<file path="config.mk">
export PLATFORM = sky130hd
export DESIGN_NAME = des_iter_round_ctrl
export DESIGN_NICKNAME = d
export VERILOG_FILES = /design/src/rtl/des_iter_round_ctrl.sv
export SDC_FILE = /design/constraint.sdc
export NUM_CORES = 1
export LEC_CHECK = 0
export CORE_ASPECT_RATIO = 0.5
export CORE_MARGIN = 2
export CORE_UTILIZATION = 49
export CTS_CLUSTER_SIZE = 12
export DETAILED_ROUTE_END_ITERATION = 6
export GPL_TIMING_DRIVEN = 1
export PLACE_DENSITY_LB_ADDON = 0.1
export SYNTH_ARGS = -nofsm -noshare
export SYNTH_HDL_FRONTEND = slang
export SYNTH_SLANG_ARGS = --single-unit
</file>
<file path="constraint.sdc">
create_clock -name clk -period 4.9 [get_ports clk]
set_input_delay 1.225 -clock clk [delete_from_list [all_inputs] [get_ports clk]]
set_output_delay 1.225 -clock clk [all_outputs]
set_load 0.02 [all_outputs]
</file>
<file path="src/rtl/des_iter_round_ctrl.sv">
// des_iter_round_ctrl: iterative DES controller, one Feistel round per clock with an external f(R,K).
module des_iter_round_ctrl #(
    parameter bit BYPASS_PERM = 1'b0
) (
    input  logic        clk,
    input  logic        rst,
    input  logic        in_valid,
    output logic        in_ready,
    input  logic [63:0] in_data,
    input  logic [63:0] in_key,
    input  logic        in_decrypt,
    output logic [31:0] f_r,
    output logic [47:0] f_k,
    input  logic [31:0] f_out,
    output logic        out_valid,
    input  logic        out_ready,
    output logic [63:0] out_data,
    output logic        busy,
    output logic [3:0]  round_idx
);
    localparam int IP_T [64] = '{
        58, 50, 42, 34, 26, 18, 10, 2, 60, 52, 44, 36, 28, 20, 12, 4,
        62, 54, 46, 38, 30, 22, 14, 6, 64, 56, 48, 40, 32, 24, 16, 8,
        57, 49, 41, 33, 25, 17, 9, 1, 59, 51, 43, 35, 27, 19, 11, 3,
        61, 53, 45, 37, 29, 21, 13, 5, 63, 55, 47, 39, 31, 23, 15, 7};
    localparam int PC1_T [56] = '{
        57, 49, 41, 33, 25, 17, 9, 1, 58, 50, 42, 34, 26, 18,
        10, 2, 59, 51, 43, 35, 27, 19, 11, 3, 60, 52, 44, 36,
        63, 55, 47, 39, 31, 23, 15, 7, 62, 54, 46, 38, 30, 22,
        14, 6, 61, 53, 45, 37, 29, 21, 13, 5, 28, 20, 12, 4};
    localparam int PC2_T [48] = '{
        14, 17, 11, 24, 1, 5, 3, 28, 15, 6, 21, 10,
        23, 19, 12, 4, 26, 8, 16, 7, 27, 20, 13, 2,
        41, 52, 31, 37, 47, 55, 30, 40, 51, 45, 33, 48,
        44, 49, 39, 56, 34, 53, 46, 42, 50, 36, 29, 32};

    typedef enum logic [1:0] {IDLE, ROUND, DONE} state_t;

    state_t      state;
    logic [31:0] l, r;
    logic [27:0] c, d, cn, dn;
    logic [1:0]  sh;
    logic [3:0]  cnt;
    logic        dir;

    // Tables use FIPS numbering (bit 1 = MSB); outputs are shifted in MSB first.
    function automatic logic [63:0] ip(input logic [63:0] x);
        logic [63:0] y;
        y = '0;
        for (int i = 0; i < 64; i++) y = {y[62:0], x[6'(64 - IP_T[i])]};
        return BYPASS_PERM ? x : y;
    endfunction

    // FP is the inverse of IP, so scatter through the same table.
    function automatic logic [63:0] fp(input logic [63:0] x);
        logic [63:0] y;
        y = '0;
        for (int i = 0; i < 64; i++) y[6'(64 - IP_T[i])] = x[6'(63 - i)];
        return BYPASS_PERM ? x : y;
    endfunction

    function automatic logic [55:0] pc1(input logic [63:0] x);
        logic [55:0] y;
        y = '0;
        for (int i = 0; i < 56; i++) y = {y[54:0], x[6'(64 - PC1_T[i])]};
        return y;
    endfunction

    function automatic logic [47:0] pc2(input logic [55:0] x);
        logic [47:0] y;
        y = '0;
        for (int i = 0; i < 48; i++) y = {y[46:0], x[6'(56 - PC2_T[i])]};
        return y;
    endfunction

    function automatic logic [27:0] rot(input logic [27:0] x, input logic [1:0] n, input logic right);
        return right ? (n == 2'd0 ? x : n == 2'd1 ? {x[0], x[27:1]} : {x[1:0], x[27:2]})
                     : (n == 2'd1 ? {x[26:0], x[27]} : {x[25:0], x[27:26]});
    endfunction

    // Decrypt starts with a zero shift so round 1 sees the round-16 encrypt subkey.
    always_comb begin
        sh = (cnt == 4'd0) ? (dir ? 2'd0 : 2'd1)
           : (cnt == 4'd1 || cnt == 4'd8 || cnt == 4'd15) ? 2'd1 : 2'd2;
        cn = rot(c, sh, dir);
        dn = rot(d, sh, dir);
    end

    assign in_ready  = (state == IDLE);
    assign busy      = (state != IDLE);
    assign round_idx = (state == ROUND) ? cnt : 4'd0;
    assign f_r       = (state == ROUND) ? r : 32'd0;
    assign f_k       = (state == ROUND) ? pc2({cn, dn}) : 48'd0;

    always_ff @(posedge clk) begin
        if (rst) begin
            state     <= IDLE;
            l         <= '0;
            r         <= '0;
            c         <= '0;
            d         <= '0;
            dir       <= 1'b0;
            cnt       <= '0;
            out_valid <= 1'b0;
            out_data  <= '0;
        end else begin
            case (state)
                IDLE: if (in_valid) begin
                    {l, r}   <= ip(in_data);
                    {c, d}   <= pc1(in_key);
                    dir      <= in_decrypt;
                    cnt      <= '0;
                    state    <= ROUND;
                end
                ROUND: begin
                    c   <= cn;
                    d   <= dn;
                    l   <= r;
                    r   <= l ^ f_out;
                    cnt <= cnt + 4'd1;
                    // Last round: halves are swapped before FP; cnt wraps back to 0.
                    if (cnt == 4'd15) begin
                        out_data  <= fp({l ^ f_out, r});
                        out_valid <= 1'b1;
                        state     <= DONE;
                    end
                end
                DONE: if (out_ready) begin
                    out_valid <= 1'b0;
                    state     <= IDLE;
                end
                default: state <= IDLE;
            endcase
        end
    end
endmodule

</file>
==> summary.txt <==
Floorplan
  • Die area: 0.0183 sq mm
  • Width of the die: 189 microns
  • Die H: 96.7 microns
  • Row cnt: 33
  • Core area: 0.0166 sq mm
  • Top Ports: 316
  • Initial core utilization: 50.8%

Finish
  • Ant. Diodes: 0
  • Fraction of layout cells with a size suffix above 1: 9.00%
  • Area growth, synth to finish: 26.4%
  • Layout net count: 1,334
  • Fillcell total: 1,447
  • Layout Cells excl Fill: 1,405

Clocking
  • CTS Root Cell: clkbuf_16
  • Max clock buf depth: 2
  • Num Clock Sinks: 144
  • Post-CTS setup buffers: 0
  • Reg clk slew, reported paths: 0.06 ns
  • Cts bufs inserted: 17
  • Htree depth: 4
  • Clock Latency Late Sink: 0.42 ns
  • TritonCTS clock tree: yes
  • Post-cts hold buffer count: 0

Synth
  • Main flop type after synthesis: dfxtp_1
  • Largest family of logic cells by synthesized area: compound AO/OA/AOI/OAI gates
  • Synth Warn #: 0
  • Number of synthesized flops with an enable pin: 0
  • Yosys reg bits: 144
  • Avg Synthesized Cell Area: 8.17 sq um
  • Seq/Total Area, Yosys: 34.2%
  • Synth Area in XOR/XNOR: 3.43%
  • Compound-gate portion of the synthesized area: 29.3%
  • Post-Syn Area: 0.00843 sq mm
  • Synth async-reset ratio: 0%
  • Gate Count Post-Synth: 1,032
  • Mux cell area share after synthesis: 4.63%
  • Adder-Cell Fraction of Synth Area: 0.445%
  • Simple-gate share of the synthesized area: 16.5%
  • Synth cell types: 64

Pwr
  • Flop pwr share: 39.7%
  • PwrDens: 309 mW/mm^2
  • Peak supply drop: 0.000254 V
  • Cell Int Power: 2270 uW
  • Logic gate share of total power: 22.8%
  • Clk pwr share: 37.6%
  • Leak: 0.00407 uW
  • Switching share of power: 31.0%
  • Psw: 1020 uW

Drt
  • DRT Pass-1 Iters: 5
  • Initial DRC Count: 714
  • DRC viols: 0
  • Avg WL per Cell: 18.2 microns
  • Routed WL: 25,600 microns
  • Via count: 8,267
  • Vias per Instance: 5.88
  • Post-route ant nets: 0

Setup path
  • CP arrival: 3.42 ns
  • Critical-path cell list: inv_1, ha_1, or2_1, o211ai_4, buf_12, nand2_1, a21boi_0, a21oi_1, clkdlybuf4s50_1
  • Slowest CP cell: clkdlybuf4s50_1
  • Crit. End Element: output pin
  • Reg2Reg Depth: 10
  • Worst flop-to-flop path startpoint: cnt[0]
  • FF-to-FF End: d[27]
  • CP Launch Type: flip-flop
  • Crit-path max FO: 23
  • R2r setup slk: 2.08 ns
  • Max incr delay on CP: 0.66 ns
  • WS Path Type: flip-flop to output pin
  • CP Data Required Time: 3.67 ns

STA
  • Fin crit share: 94.7%
  • Tmin final: 4.64 ns
  • Worst Tran Pin Value: 1.13 ns
  • Count of pins over their slew limit: 0
  • Final hold violation count: 0
  • Rel. slew slack: 24.1%
  • Setup TNS: 0 ns
  • Max Freq: 216 MHz
  • Worst Skew: 0.0103 ns
  • RSZ-0062 raised after global routing: no
  • # setup viols final: 0

GRT
  • First-pass GRT wire length: 41,500 microns
  • GRT met3 Usage: 6.97%
  • Grt peak-use layer: met2
  • Number of global-route vias before repair: 7,992
  • Total congestion overflow: 0
  • Initial antenna violation count: 0
  • GRT met2 Usage: 45.1%
  • Largest net degree at the start of global routing: 91
  • M1 GR Usage: 37.2%
  • Gr usage total: 28.1%

Hold path
  • WHS Endpoint: out_data[5]
  • Hold Path Stages: 2
  • Tightest Hold Check Type: flip-flop to flip-flop
  • Min-Delay Startpoint: out_data[5]

Placement
  • PortBufs: 178
  • HPWL Detailed: 17,300 microns
  • GP Congestion: 0.872
  • Placed cells: 1,374

Run
  • MaxCap Viol Count: 0

Outcome
  • Outcome: finished, final reports clean
==> stage by stage <==
stage / area, sq um / hold WS (ns) / utilization [%] / power, uW / setup slack (ns)
after floorplan: 8680 / 0.441 / - / 1860 / 1.29
after global placement: 10100 / 0.446 / 60.7 / 2050 / 0.466
after detailed placement: 10100 / 0.449 / 60.7 / 2070 / 0.439
after global routing: 10700 / 0.482 / 64.2 / 3430 / 0.0702
after CTS: 10600 / 0.460 / 64.1 / 3300 / 0.0957
final: 10700 / 0.457 / 64.2 / 3290 / 0.260
==> worst max path at each step <==
| stage | startpoint | to | cells after the start |
|---|---|---|---|
| 3_3_place_gp | cnt[0] | f_k[27] | 7 |
| 4_1_cts | cnt[0] | f_k[40] | 7 |
| 5_1_grt | cnt[0] | f_k[20] | 7 |
| 3_5_place_dp | cnt[0] | f_k[2] | 7 |
| 2_1_floorplan | cnt[0] | f_k[9] | 10 |
| 6_report | cnt[0] | f_k[31] | 9 |
==> Yosys cell counts, drive strengths merged, types with 4 or more instances <==
library cell,count,area (sq um)
nor2,101,379
a22o,7,61.3
a211oi,27,208
buf,96,686
a311oi,6,52.6
o221a,17,191
a21boi,5,37.5
dfxtp,144,2880
o211a,4,40.0
nand2b,5,31.3
o22a,7,61.3
o21a,10,75.1
or2,5,31.3
and3,5,31.3
nand3,5,25.0
inv,10,37.5
nor3,15,75.1
a22oi,36,270
o21ai,18,90.1
nor2b,9,56.3
o221ai,8,70.1
nand2,109,409
xnor2,16,140
o311a,11,110
mux2,7,82.6
a21oi,94,470
o22ai,7,43.8
mux2i,24,240
xor2,17,149
a31oi,13,81.3
a31o,5,43.8
clkbuf,63,236
and2,47,294
a221oi,36,322
a21o,11,82.6
==> power by group through the flow <==
stage / sequential (uW) / clock (uW) / combinational, uW
finish: 1310 / 1240 / 749
global route: 1320 / 1300 / 815
CTS: 1300 / 1250 / 743
detailed placement: 1330 / 0 / 736
global placement: 1330 / 0 / 725
floorplan: 1310 / 0 / 548
==> routing by layer <==
layer,part of all wire [%],vias to the layer above
met5,0,-
met4,2.0,0
met3,8.5,44
met2,46,384
met1,44,3963
li1,-,3876
==> cell families (layout without fill, tap and decap cells) <==
logic type	after synthesis	count (layout)
adder cells (fa/ha/maj)	3	3
buffers and inverters	170	248
AO/OA/AOI/OAI	339	339
XOR/XNOR	33	33
AND/OR/NAND/NOR	308	308
multiplexers	34	34
other	1	69
flip-flops	144	144
==> worst max-delay path, delay by kind of cell (launching register included) <==
family | cells | cell delay (ns)
buffers and inverters | 3 | 0.97
AND/OR/NAND/NOR | 2 | 0.44
AO/OA/AOI/OAI | 3 | 0.88
flip-flops | 1 | 0.42
adder cells (fa/ha/maj) | 1 | 0.27
==> repair_timing <==
action,in CTS,in global routing
resized for setup,1,4
pin swaps,0,0
setup endpoints to repair,5,10
==> cell usage in the layout, fill, tap and decap left out, types with 5 or more instances in the layout <==
| cell | instances |
|---|---|
| nand2_1 | 109 |
| nor2_1 | 100 |
| mux2i_1 | 24 |
| a21o_1 | 11 |
| o21a_1 | 10 |
| o22ai_1 | 7 |
| and3_1 | 5 |
| buf_4 | 27 |
| o221ai_1 | 8 |
| mux2_2 | 6 |
| nand2b_1 | 5 |
| nand3_1 | 5 |
| clkbuf_16 | 17 |
| o311a_1 | 11 |
| a22oi_1 | 36 |
| xnor2_1 | 16 |
| a211oi_1 | 25 |
| nor3_1 | 15 |
| and2_1 | 47 |
| o22a_1 | 7 |
| xor2_1 | 17 |
| a21oi_1 | 94 |
| o221a_2 | 17 |
| inv_1 | 10 |
| a31oi_1 | 13 |
| conb_1 | 69 |
| dfxtp_1 | 144 |
| a221oi_1 | 35 |
| o21ai_0 | 16 |
| a22o_1 | 7 |
| a311oi_1 | 5 |
| nor2b_1 | 7 |
| a21boi_0 | 5 |
| clkdlybuf4s50_1 | 177 |
| a31o_2 | 5 |
==> sequential cells by signal, summed over array words and instances, names as in the netlist <==
signal and flops:
out_valid 1, cnt 4, d 28, l 32, out_data 16, dir 1, state 2, r 32
c 28
==> final cells by class <==
class / instances / area, sq um / share of cell area [%]
timing repair buffer: 206 / 2010 / 18.9
clock buffer: 19 / 443 / 4.16
tap: 227 / 284 / 2.67
multi-input combinational: 786 / 4880 / 45.8
sequential: 144 / 2880 / 27.1
inverter: 11 / 41.3 / 0.388
clock inverter: 12 / 111 / 1.05
No activity file was read; power rests on OpenSTA's default activity.
